$ cat src/rtl/imem_pkg.sv
// Shared constants for the instruction-memory controller: NOP encoding,
// arbitration state encoding and word-address helpers.
package imem_pkg;

    // RV32I canonical NOP (addi x0, x0, 0), returned on illegal fetches
    localparam logic [31:0] NOP_INSTR = 32'h00000013;

    // Default instruction memory size in bytes
    localparam int unsigned DEPTH_BYTES_DEFAULT = 32;

    // Byte-offset bits dropped to form a word address
    localparam int unsigned WORD_OFS = 2;

    // Arbitration state: records which requester was granted last
    typedef logic [1:0] arb_state_t;
    localparam arb_state_t ARB_IDLE  = 2'd0;
    localparam arb_state_t ARB_FETCH = 2'd1;
    localparam arb_state_t ARB_LOAD  = 2'd2;

    // Width of a word address derived from a byte address width
    function automatic int unsigned word_aw(input int unsigned aw);
        return aw - WORD_OFS;
    endfunction

endpackage

$ cat src/rtl/rr_arb2.sv
// Two-requester arbiter (fetch vs loader) with a last-grant register.
// Round-robin on conflict, or loader-always-wins when fixed_pri_i is set.
module rr_arb2
    import imem_pkg::*;
(
    input  logic clk,
    input  logic reset,
    input  logic req_f_i,
    input  logic req_l_i,
    input  logic fixed_pri_i,
    output logic gnt_f_o,
    output logic gnt_l_o
);

    arb_state_t state_q, state_d;

    // Grant decision: a lone requester always wins; on conflict the
    // requester not granted last wins (IDLE counts as fetch-preferred)
    always_comb begin
        gnt_f_o = 1'b0;
        gnt_l_o = 1'b0;
        if (req_f_i && req_l_i) begin
            if (fixed_pri_i || (state_q == ARB_FETCH)) begin
                gnt_l_o = 1'b1;
            end else begin
                gnt_f_o = 1'b1;
            end
        end else begin
            gnt_f_o = req_f_i;
            gnt_l_o = req_l_i;
        end
    end

    // Next state follows the grant; no request keeps the pointer
    always_comb begin
        state_d = state_q;
        if (gnt_f_o) begin
            state_d = ARB_FETCH;
        end else if (gnt_l_o) begin
            state_d = ARB_LOAD;
        end
    end

    // Last-grant register, synchronous active-low reset
    always_ff @(posedge clk) begin
        if (!reset) begin
            state_q <= ARB_IDLE;
        end else begin
            state_q <= state_d;
        end
    end

endmodule

$ cat src/rtl/imem_ctrl.sv
// Instruction-memory controller: arbitrates the single memory port between
// CPU fetch (reads) and the PS program loader (writes), checks address
// legality and returns fetched words one cycle after acceptance.
// Optional feature macro: IMEM_BOOT_HOLD_EN (fetch held off until load_done).
module imem_ctrl
    import imem_pkg::*;
#(
    parameter int unsigned DEPTH_BYTES   = DEPTH_BYTES_DEFAULT,
    parameter int unsigned AW            = 32,
    parameter int unsigned RR_EN_DEFAULT = 1
) (
    input  logic                    clk,
    input  logic                    reset,
    input  logic                    f_valid,
    output logic                    f_ready,
    input  logic [AW-1:0]           f_addr,
    output logic                    f_rvalid,
    output logic [31:0]             f_rdata,
    output logic                    f_err,
    input  logic                    l_valid,
    output logic                    l_ready,
    input  logic [AW-1:0]           l_addr,
    input  logic [31:0]             l_wdata,
    input  logic [3:0]              l_wstrb,
    output logic                    l_err,
    input  logic                    load_done,
    output logic                    boot_done,
    output logic                    mem_en,
    output logic [3:0]              mem_we,
    output logic [word_aw(AW)-1:0]  mem_addr,
    output logic [31:0]             mem_wdata,
    input  logic [31:0]             mem_rdata
);

    localparam logic [AW-1:0] DEPTH_LIM = AW'(DEPTH_BYTES);

    logic f_req, l_req;
    logic gnt_f, gnt_l;
    logic f_legal, l_legal;
    logic rsp_valid_q, rsp_valid_d;
    logic rsp_err_q, rsp_err_d;
    logic l_err_q, l_err_d;

`ifdef IMEM_BOOT_HOLD_EN
    logic boot_done_q, boot_done_d;

    // Sticky boot flag: set by load_done, visible from the next cycle
    always_comb begin
        boot_done_d = boot_done_q | load_done;
    end

    // Boot flag register
    always_ff @(posedge clk) begin
        if (!reset) begin
            boot_done_q <= 1'b0;
        end else begin
            boot_done_q <= boot_done_d;
        end
    end

    assign boot_done = boot_done_q;
`else
    logic unused_load_done;
    assign unused_load_done = load_done;

    // Fetch is permitted whenever the block is out of reset
    assign boot_done = reset;
`endif

    // Requests are masked in reset; fetch also waits for boot_done
    assign f_req = f_valid & reset & boot_done;
    assign l_req = l_valid & reset;

    rr_arb2 u_arb (
        .clk         (clk),
        .reset       (reset),
        .req_f_i     (f_req),
        .req_l_i     (l_req),
        .fixed_pri_i (RR_EN_DEFAULT == 0),
        .gnt_f_o     (gnt_f),
        .gnt_l_o     (gnt_l)
    );

    assign f_ready = gnt_f;
    assign l_ready = gnt_l;

    // No address wrap: any byte address at or beyond the end is illegal
    assign f_legal = (f_addr[1:0] == 2'b00) && (f_addr < DEPTH_LIM);
    assign l_legal = (l_addr < DEPTH_LIM);

    // Memory port drive; illegal requests are accepted but never touch memory
    always_comb begin
        mem_en    = 1'b0;
        mem_we    = 4'b0000;
        mem_addr  = f_addr[AW-1:WORD_OFS];
        mem_wdata = l_wdata;
        if (gnt_f) begin
            mem_en = f_legal;
        end else if (gnt_l) begin
            mem_en   = l_legal;
            mem_addr = l_addr[AW-1:WORD_OFS];
            if (l_legal) begin
                mem_we = l_wstrb;
            end
        end
    end

    // Response pipeline next state: fetch response and loader error pulse
    always_comb begin
        rsp_valid_d = gnt_f;
        rsp_err_d   = gnt_f & ~f_legal;
        l_err_d     = gnt_l & ~l_legal;
    end

    // Response pipeline registers
    always_ff @(posedge clk) begin
        if (!reset) begin
            rsp_valid_q <= 1'b0;
            rsp_err_q   <= 1'b0;
            l_err_q     <= 1'b0;
        end else begin
            rsp_valid_q <= rsp_valid_d;
            rsp_err_q   <= rsp_err_d;
            l_err_q     <= l_err_d;
        end
    end

    // Responses are suppressed while reset is held so an in-flight fetch
    // interrupted by reset never reports
    assign f_rvalid = rsp_valid_q & reset;
    assign f_err    = rsp_err_q & reset;
    assign l_err    = l_err_q & reset;
    assign f_rdata  = (f_rvalid && !f_err) ? mem_rdata : NOP_INSTR;

endmodule
$ cat config.mk
export PLATFORM = sky130hd
export DESIGN_NAME = imem_ctrl
export DESIGN_NICKNAME = d
export VERILOG_FILES = /design/src/rtl/imem_pkg.sv /design/src/rtl/rr_arb2.sv /design/src/rtl/imem_ctrl.sv
export SDC_FILE = /design/constraint.sdc
export NUM_CORES = 1
export LEC_CHECK = 0
export ABC_AREA = 1
export CAP_MARGIN = 20
export CORE_AREA = 4 4 91 93
export CTS_CLUSTER_DIAMETER = 40
export DETAILED_ROUTE_END_ITERATION = 8
export DIE_AREA = 0 0 95 97
export MAX_ROUTING_LAYER = met4
export PLACE_DENSITY = 0.73
export SYNTH_ARGS = -nofsm -noshare
export SYNTH_HDL_FRONTEND = slang
export SYNTH_SLANG_ARGS = --single-unit
$ cat constraint.sdc
create_clock -name clk -period 2.1 [get_ports clk]
set_input_delay 0.42 -clock clk [delete_from_list [all_inputs] [get_ports clk]]
set_output_delay 0.42 -clock clk [all_outputs]
set_load 0.01 [all_outputs]
==> impl_metrics.tcl <==
set metrics [dict create \
    cts_buffers 3 \
    layout-drive-gt1-share 0.268 \
    finalSetupViolations 0 \
    synth.most_common_cell "nand2_1" \
    dr.pass1.iters 4 \
    crit_path_start_kind "input pin" \
    grt.total_usage 0.142 \
    cts.clk_slew.worst_paths_ns 0.04 \
    fin_crit_sh 0.976 \
    synthCells 284 \
    fmax_ghz 0.488 \
    core_um2 7530 \
    skew_ns 0.00172 \
    syn_avg_cell_area_um2 4.98 \
    synth_area_leader_cell "nand2_1" \
    clockRootBuffer "clkbuf_8" \
    layout_min_cycle_time_ns 2.05 \
    crit_fanout 4 \
    io_pins 242 \
    synthArstFlopShare 0 \
    synth-seq-cells 5 \
    syn_nets 421 \
    synth_top_area_frac 0.188 \
    cts_htree_levels 1 \
    maxCapViolations 0 \
    utilization 0.451 \
    peakVddDrop_v 0.000107 \
    rsz0062_at_grt "false" \
    die_area_um2 9220 \
    fin_cells 568 \
    overflow 0 \
    hold_slack_ns 0.491 \
    crit_type "in -> out" \
    synth_cell_types 20 \
    synth_xor_area_frac 0 \
    synth_top_family_by_area "simple AND/OR/NAND/NOR gates" \
    p_total_uw 815 \
    synth_compound_area_frac 0.133 \
    drcViolationCount 0 \
    die_y_um 97 \
    port_buffers 174 \
    clock_latency_ns 0.22 \
    via_per_inst 4.04 \
    fill_cells 784 \
    crit_required_ns 1.68 \
    ant_nets 0 \
    dpl.cell_count 551 \
    tritoncts "done" \
    hold_class "reg -> reg" \
    yosys.area_share.adder 0 \
    gp_congestion 0.815 \
    syn_area_um2 1420 \
    drv_slew 0 \
    grt_pass1_vias 2313 \
    synth_simple_gate_area_frac 0.401 \
    row_count 32 \
    worst_pin_slew_ns 0.268 \
    ys_seq_area_frac 0.0707 \
    finalNetCount 604 \
    post_drt_wl_per_cell_um 12.4 \
    pre_cts_slack_ns -0.616 \
    synth.top_cells.by_area "nand2_1 19%, buf_4 18%, inv_1 17%, nor2_1 17%, dfxtp_1 7.1%" \
    cts_buffer_depth 2 \
    status "complete, no violations" \
    wl_um 7020 \
    final_hold_viol_count 0 \
    initial_core_util 0.188 \
    ys_warn_count 0 \
    cts.sinks 5 \
    dp_hpwl_um 6140 \
    first_iter_violations 21 \
    synthMuxAreaShare 0 \
    power_density_nw_per_um2 240 \
    die_w_um 95 \
    maxSlewHeadroom 0.821 \
    syn_to_final_growth_pct 140 \
    grt_antenna_before_repair 0 \
    synthTopCellsByCount "71 x nand2_1, 65 x inv_1, 63 x nor2_1" \
    diodes 0 \
    cp-end-kind "output pin" \
    fin_ws_ns 0.0500 \
    p_leak_uw 0.00212 \
    via_count 2294 \
    grt_max_degree 21 \
    synth_edf_count 0 \
    grt_pass1_wl_um 10400 \
    hold_buffers 0 \
    cp.arrival_ns 1.63 \
    ys.flop_type "dfxtp_1" \
]
critical path: stages:
cell	delay, ns
clkdlybuf4s15_1	0.23
a21oi_4	0.30
buf_6	0.15
buf_6	0.09
buf_4	0.11
nand2_1	0.05
nand2_1	0.06
clkdlybuf4s15_2	0.22
cells in the final DEF (no fill, tap or decap), types with 2 or more instances in the layout:
cell type	Yosys	layout
nand2_1	71	68
clkdlybuf4s50_1	0	67
inv_1	65	57
nor2_1	63	54
dlygate4sd2_1	0	40
buf_4	34	35
dlymetal6s2s_1	0	29
clkbuf_2	0	15
buf_2	3	15
o21ai_0	11	11
o21ai_2	10	10
inv_2	1	8
nor2_2	0	7
buf_6	3	7
clkdlybuf4s15_2	0	6
dfxtp_1	5	4
nand2_2	0	3
nand4_1	3	3
clkbuf_8	0	3
buf_12	0	3
or2_2	2	2
nor2_4	0	2
clkdlybuf4s15_1	0	2
power breakdown:
| part | leakage [uW] | internal [uW] | total [uW] | switching, uW |
|---|---|---|---|---|
| Clock | 0.0000228 | 130 | 174 | 43.8 |
| Sequential | 0.0000416 | 102 | 106 | 3.82 |
| Combinational | 0.00206 | 317 | 535 | 218 |
| Total | 0.00212 | 549 | 815 | 266 |
stage by stage:
stage	TNS [ns]	area, um2
5_1_grt	0	3400
6_report	0	3400
4_1_cts	0	3350
2_1_floorplan	0	1420
3_5_place_dp	-31.50	3260
3_3_place_gp	-30.93	3260
cells by family (layout without fill, tap and decap cells):
| family | count (synthesis) | in the layout |
|---|---|---|
| AND/OR/NAND/NOR | 145 | 145 |
| buffers and inverters | 108 | 290 |
| AO/OA/AOI/OAI | 26 | 26 |
| flip-flops | 5 | 5 |
metal layers:
metal,wire [um],vias up,GRT usage,share of wire
li1,-,1152,-,-
met1,2340,972,0.135,0.33
met5,0,-,-,0
met3,933,16,0.0389,0.13
met4,147,0,0.0433,0.021
met2,3590,154,0.270,0.51
registers in the layout, indices dropped and copies added (netlist names):
| signal | count |
|---|---|
| l_err_q | 1 |
| rsp_err_q | 1 |
| u_arb.state_q | 2 |
| rsp_valid_q | 1 |
final timing paths:
path,from,slack (ns),cells after the start,endpoint
hold reg to reg,u_arb.state_q[0],0.49,1,rsp_valid_q
setup / recovery,f_valid,0.05,8,mem_addr[25]
hold / removal,u_arb.state_q[0],0.49,1,rsp_valid_q
setup reg to reg,u_arb.state_q[1],0.75,9,u_arb.state_q[1]
cell type report:
| cell class | count | area, um2 | area share |
|---|---|---|---|
| flip-flops and latches | 5 | 101 | 0.0298 |
| repair buffers | 220 | 2050 | 0.604 |
| inverters | 66 | 250 | 0.0737 |
| clock buffers | 4 | 45.0 | 0.0133 |
| well taps | 102 | 128 | 0.0376 |
| multi-input cells | 171 | 822 | 0.242 |
timing repair:
item,4_1_cts,5_1_grt
gates cloned,1,0
setup buffers,9,3
pin swaps,13,32
gates resized for setup,160,81
endpoints found under the setup margin,72,58
hold endpoints to repair,0,0
Note: power is estimated with default switching activity, not from simulation.
